**config.mk**
```make
export PLATFORM = sky130hd
export DESIGN_NAME = msk_share_encoder
export DESIGN_NICKNAME = d
export VERILOG_FILES = /design/src/rtl/msk_pkg.sv /design/src/rtl/msk_rnd_gather.sv /design/src/rtl/msk_share_encoder.sv
export SDC_FILE = /design/constraint.sdc
export NUM_CORES = 1
export LEC_CHECK = 0
export ABC_AREA = 1
export ABC_CLOCK_PERIOD_IN_PS = 2700
export CAP_MARGIN = 5
export CORE_MARGIN = 2
export CORE_UTILIZATION = 34
export CTS_CLUSTER_SIZE = 12
export DETAILED_ROUTE_END_ITERATION = 10
export PLACE_DENSITY = 0.63
export SLEW_MARGIN = 10
export SYNTH_ARGS = -nofsm -noshare
export SYNTH_HDL_FRONTEND = slang
export SYNTH_SLANG_ARGS = --single-unit
```
**constraint.sdc**
```tcl
create_clock -name clk -period 2.7 [get_ports clk]
set_input_delay 0.27 -clock clk [delete_from_list [all_inputs] [get_ports clk]]
set_output_delay 0.27 -clock clk [all_outputs]
set_load 0.01 [all_outputs]
```
**src/rtl/msk_pkg.sv**
```systemverilog
// Shared types and sizing helpers for the masked share encoder.
package msk_pkg;

  typedef enum logic [1:0] {
    StIdle,
    StFill,
    StEnc,
    StOut
  } msk_enc_state_t;

  function automatic int unsigned nrnd(input int unsigned d, input int unsigned count);
    return (d - 1) * count;
  endfunction

  function automatic int unsigned nbeats(input int unsigned d, input int unsigned count,
                                         input int unsigned rnd_w);
    return (nrnd(d, count) + rnd_w - 1) / rnd_w;
  endfunction

  // Bit i of share j in the interleaved MSKxor layout.
  function automatic int unsigned sh_idx(input int unsigned i, input int unsigned j,
                                         input int unsigned d);
    return i * d + j;
  endfunction

endpackage

```
**src/rtl/msk_rnd_gather.sv**
```systemverilog
// Collects PRNG beats into one randomness word while the encoder is filling.
module msk_rnd_gather
  import msk_pkg::*;
#(
  parameter int unsigned d     = 2,
  parameter int unsigned COUNT = 8,
  parameter int unsigned RND_W = 8
) (
  input  logic                         clk,
  input  logic                         rst_n,
  input  logic                         start,
  input  logic                         clear,
  input  logic [RND_W-1:0]             rnd_data,
  input  logic                         rnd_valid,
  input  logic                         rnd_ready,
  output logic                         done,
  output logic [nrnd(d, COUNT)-1:0]    rnd_bus
);

  localparam int unsigned NRND   = nrnd(d, COUNT);
  localparam int unsigned NBEATS = nbeats(d, COUNT, RND_W);
  localparam int unsigned CW     = $clog2(NBEATS + 1);

  logic [CW-1:0]   cnt_q, cnt_d;
  (* keep = "true" *) logic [NRND-1:0] rnd_q;
  logic [NRND-1:0] rnd_d;
  logic            beat;

  assign beat    = rnd_valid && rnd_ready;
  assign done    = beat && (cnt_q == CW'(NBEATS - 1));
  assign rnd_bus = rnd_q;

  always_comb begin
    cnt_d = cnt_q;
    rnd_d = rnd_q;
    if (clear) begin
      cnt_d = '0;
      rnd_d = '0;
    end else if (start) begin
      cnt_d = '0;
    end else if (beat) begin
      // Bits of the last beat beyond NRND have no home and are dropped here.
      for (int p = 0; p < NRND; p++) begin
        if (cnt_q == CW'(p / RND_W)) begin
          rnd_d[p] = rnd_data[p % RND_W];
        end
      end
      cnt_d = cnt_q + 1'b1;
    end
  end

  always_ff @(posedge clk) begin
    if (!rst_n) begin
      cnt_q <= '0;
      rnd_q <= '0;
    end else begin
      cnt_q <= cnt_d;
      rnd_q <= rnd_d;
    end
  end

endmodule

```
**src/rtl/msk_share_encoder.sv**
```systemverilog
// Turns plain words into registered d-share Boolean sharings using gathered PRNG bits.
module msk_share_encoder
  import msk_pkg::*;
#(
  parameter int unsigned d     = 2,
  parameter int unsigned COUNT = 8,
  parameter int unsigned RND_W = 8
) (
  input  logic                   clk,
  input  logic                   rst_n,
  input  logic [COUNT-1:0]       in_data,
  input  logic                   in_valid,
  output logic                   in_ready,
  (* fv_type = "random" *)
  input  logic [RND_W-1:0]       rnd_data,
  input  logic                   rnd_valid,
  output logic                   rnd_ready,
  (* fv_type = "sharing", fv_count = COUNT *)
  output logic [COUNT*d-1:0]     out_sh,
  output logic                   out_valid,
  input  logic                   out_ready
);

  localparam int unsigned NRND = nrnd(d, COUNT);

  msk_enc_state_t state_q, state_d;
  (* keep = "true" *) logic [COUNT-1:0]   data_q;
  logic [COUNT-1:0]   data_d;
  (* keep = "true" *) logic [COUNT*d-1:0] out_q;
  logic [COUNT*d-1:0] out_d;
  logic [COUNT*d-1:0] enc_sh;
  logic [NRND-1:0]    rnd_bus;
  logic               start, clear, done;

  msk_rnd_gather #(
    .d     (d),
    .COUNT (COUNT),
    .RND_W (RND_W)
  ) u_gather (
    .clk       (clk),
    .rst_n     (rst_n),
    .start     (start),
    .clear     (clear),
    .rnd_data  (rnd_data),
    .rnd_valid (rnd_valid),
    .rnd_ready (rnd_ready),
    .done      (done),
    .rnd_bus   (rnd_bus)
  );

  // Share forming only feeds the output register; data and randomness meet nowhere else.
  always_comb begin
    logic acc;
    enc_sh = '0;
    for (int i = 0; i < COUNT; i++) begin
      acc = data_q[i];
      for (int j = 1; j < d; j++) begin
        acc = acc ^ rnd_bus[(j - 1) * COUNT + i];
        enc_sh[sh_idx(i, j, d)] = rnd_bus[(j - 1) * COUNT + i];
      end
      enc_sh[sh_idx(i, 0, d)] = acc;
    end
  end

  always_comb begin
    state_d   = state_q;
    data_d    = data_q;
    out_d     = out_q;
    in_ready  = 1'b0;
    rnd_ready = 1'b0;
    start     = 1'b0;
    clear     = 1'b0;
    unique case (state_q)
      StIdle: begin
        in_ready = 1'b1;
        if (in_valid) begin
          data_d  = in_data;
          start   = 1'b1;
          state_d = StFill;
        end
      end
      StFill: begin
        rnd_ready = 1'b1;
        if (done) begin
          state_d = StEnc;
        end
      end
      StEnc: begin
        out_d   = enc_sh;
        state_d = StOut;
      end
      StOut: begin
        // Bubble-free hand-off: the next word may enter as the current sharing leaves.
        in_ready = out_ready;
        if (out_ready) begin
          if (in_valid) begin
            data_d  = in_data;
            start   = 1'b1;
            state_d = StFill;
          end else begin
            data_d  = '0;
            out_d   = '0;
            clear   = 1'b1;
            state_d = StIdle;
          end
        end
      end
      default: state_d = StIdle;
    endcase
    if (!rst_n) begin
      in_ready  = 1'b0;
      rnd_ready = 1'b0;
    end
  end

  always_ff @(posedge clk) begin
    if (!rst_n) begin
      state_q <= StIdle;
      data_q  <= '0;
      out_q   <= '0;
    end else begin
      state_q <= state_d;
      data_q  <= data_d;
      out_q   <= out_d;
    end
  end

  assign out_sh    = out_q;
  assign out_valid = (state_q == StOut);

endmodule

```
==> summary.txt <==
Area of the mapped netlist: 1764 um^2
Synth warn: 0
Seq/Total Area, Yosys: 39.72%
Share of cells above drive strength 1: 6.107%
CTS buffer count: 5
Worst Setup End Kind: primary output
Final Slew Violations: 0
Starting Density: 34.99%
Fill count: 547
Rows: 26
Achievable Freq: 425.5 MHz
Cts repair resizes: 0
Fraction of registers with async set/reset: 0%
Core Area: 5042 um^2
Ant diodes: 0
Leak Pwr: 0.8320 nW
Final hold vios: 0
First-pass GRT wire length: 6.582 mm
DR iter-0 viols: 101
Post-route insts no fill: 332
RSZ-0062 raised after global routing: no
Worst r2r src: state_q[1]
Final worst setup slack: 349.6 ps
Worst R2R Setup Slack: 860 ps
RePlAce Congestion: 0.7755
Fin Setup TNS: 0 ps
Crit path kind: flop to primary output
Largest net degree at the start of global routing: 22
Number of H-tree levels: 2
Reg2reg path depth: 7
Hold WC Path Type: flop to flop
Final Routed Wirelength: 3.689 mm
Cells after DPL: 324
Startpoint Class: flop
WHS Endpoint: u_gather.cnt_q
Yosys reg bits: 35
Yosys cell types: 21
Synth area leaders: dfxtp_1 (40%), nand2_1 (11%), buf_4 (8.5%), a21oi_1 (8.2%), nor2_1 (6.2%)
Die H: 76.04 um
Maximum vdd ir drop: 0.4530 mV
Reg clk slew, reported paths: 70 ps
Vias in the first global route: 1424
Setup Buffers After CTS: 0
GRT Util Overall: 13.86%
Max Root-Sink Buffers: 2
Die Area: 5781 um^2
Skew-Pair Late Insertion Delay: 280 ps
IO Port Bufs: 39
Average cell area after synthesis: 7.382 um^2
Post-DP HPWL: 2.674 mm
Hold path depth: 2
Layout area overhead: 21.63%
Primary FF master, synth: dfxtp_1
Routed vias: 1488
CTS tree: done
Final antenna-violating net count: 0
Drt first pass iters: 4
PwrDens: 919.8 nW/um^2
DR DRC count: 0
Worst hold start: u_gather.cnt_q
Post-synth EDFFs: 0
Worst Max-Slew Pin Slew: 497.3 ps
Period utilization: 87.05%
Setup Skew: 3.878 ps
DR vias/cell: 4.482
CP required: 2430 ps
Area leader, netlist: dfxtp_1
Wire per inst: 11.11 um
Outcome: finished clean
Yosys top cell area share: 39.72%
Setup-failing EPs final: 0
Net count, final: 287
GR Overflow Total: 0
RR Endpoint: out_sh[4]
Min Tclk post-route: 2350 ps
Clk sinks: 35
Syn nets: 265
Setup WS pre-CTS: 651.2 ps
Slew headroom: 66.74%
CTS Hold Bufs: 0
Max-cap violations: 0
# IOs: 40
Register Area: 700.7 um^2
Syn Inst Count: 239
Clk root buf: clkbuf_8
Number of antenna violations at the first check in global routing: 0
Critical path peak fanout: 10
Multi-input logic area: 822.0 um^2
Worst EP arrival: 2080 ps
Die width: 76.04 um
Finished Core Util: 42.56%
## registers in the layout (all words and copies together) (netlist names)
| name | count |
|---|---|
| state_q | 2 |
| u_gather.rnd_bus | 8 |
| u_gather.cnt_q | 1 |
| out_sh | 16 |
| data_q | 8 |
## critical path, cell delays in order, from the launching register on
cell and delay (ps):
dfxtp_1 410, ha_1 450, nand2_2 130, nand2_2 110
nand2_1 50, nor2_1 90, clkdlybuf4s50_1 540
## power breakdown
group,internal [mW],leakage [nW],switching (mW),total (mW)
Sequential,0.643,0.286,0.0894,0.732
Combinational,0.358,0.504,0.521,0.879
Clock,0.181,0.0422,0.182,0.363
## area by class of cell
class                           instances  share of cell area (%)
Clock buffer                            7                   3.557
Clock inverter                          1                  0.2332
Inverter                               15                   2.624
Multi-Input combinational cell        164                   38.31
Sequential cell                        35                   32.65
Tap cell                               70                   4.082
Timing Repair Buffer                   40                   18.54
## cell usage in the layout (no fill, tap or decap), types with 3 or more instances in the layout
| master | n |
|---|---|
| nand2_1 | 52 |
| nand3_1 | 4 |
| o21ai_1 | 3 |
| inv_1 | 15 |
| a21oi_1 | 29 |
| o21ai_0 | 21 |
| xnor2_1 | 3 |
| clkdlybuf4s50_1 | 39 |
| nand2_2 | 3 |
| clkbuf_8 | 5 |
| dfxtp_1 | 35 |
| nand3b_1 | 8 |
| ha_1 | 5 |
| nor2_1 | 29 |
## cells in the mapped netlist, types with 2 or more instances
cell	n
nor2_1	29
nor2_2	2
xnor2_1	3
nand3_1	4
buf_6	2
o21ai_0	21
nand2_2	3
o21ai_1	3
nor2_4	2
nand2_1	52
nand3b_1	8
a21oi_1	29
buf_4	20
dfxtp_1	35
clkbuf_1	2
ha_1	5
inv_1	15
## kinds of logic after synthesis
family                   count (synthesis)  synth area share [%]
AO/OA/AOI/OAI                           53                 15.04
buffers and inverters                   40                 13.69
adder cells (fa/ha/maj)                  5                 3.546
AND/OR/NAND/NOR                        103                 26.53
XOR/XNOR                                 3                 1.490
flip-flops                              35                 39.72
## through the flow
| step | hold slack (ps) | cell area [um^2] | total power, mW |
|---|---|---|---|
| after detailed placement | 454.9 | 2064 | 1.628 |
| after global placement | 452.8 | 2064 | 1.616 |
| after floorplan | 439.3 | 1764 | 1.456 |
| final | 465.1 | 2146 | 1.974 |
| after global routing | 483.6 | 2146 | 2.172 |
| after CTS | 465.8 | 2146 | 1.999 |
## metal layers
layer  global-route usage (%)  vias up  share of wire (%)  wire (um)
met1                    18.58      652                 50       1862
met2                    21.52       33                 44       1612
met4                    4.909        0                1.6         59
met3                    3.791        6                4.2        155
met5                        0        -                  0          0
li1                         -      797                  -          -
## worst max path at each step
stage                     from             endpoint  depth (start not counted)
floorplan           state_q[0]  u_gather.rnd_bus[0]                          7
finish              state_q[1]             in_ready                          6
global placement    state_q[1]             in_ready                          6
CTS                 state_q[1]             in_ready                          6
detailed placement  state_q[1]             in_ready                          6
global route        state_q[1]             in_ready                          6
No activity file was read; power rests on OpenSTA's default activity.
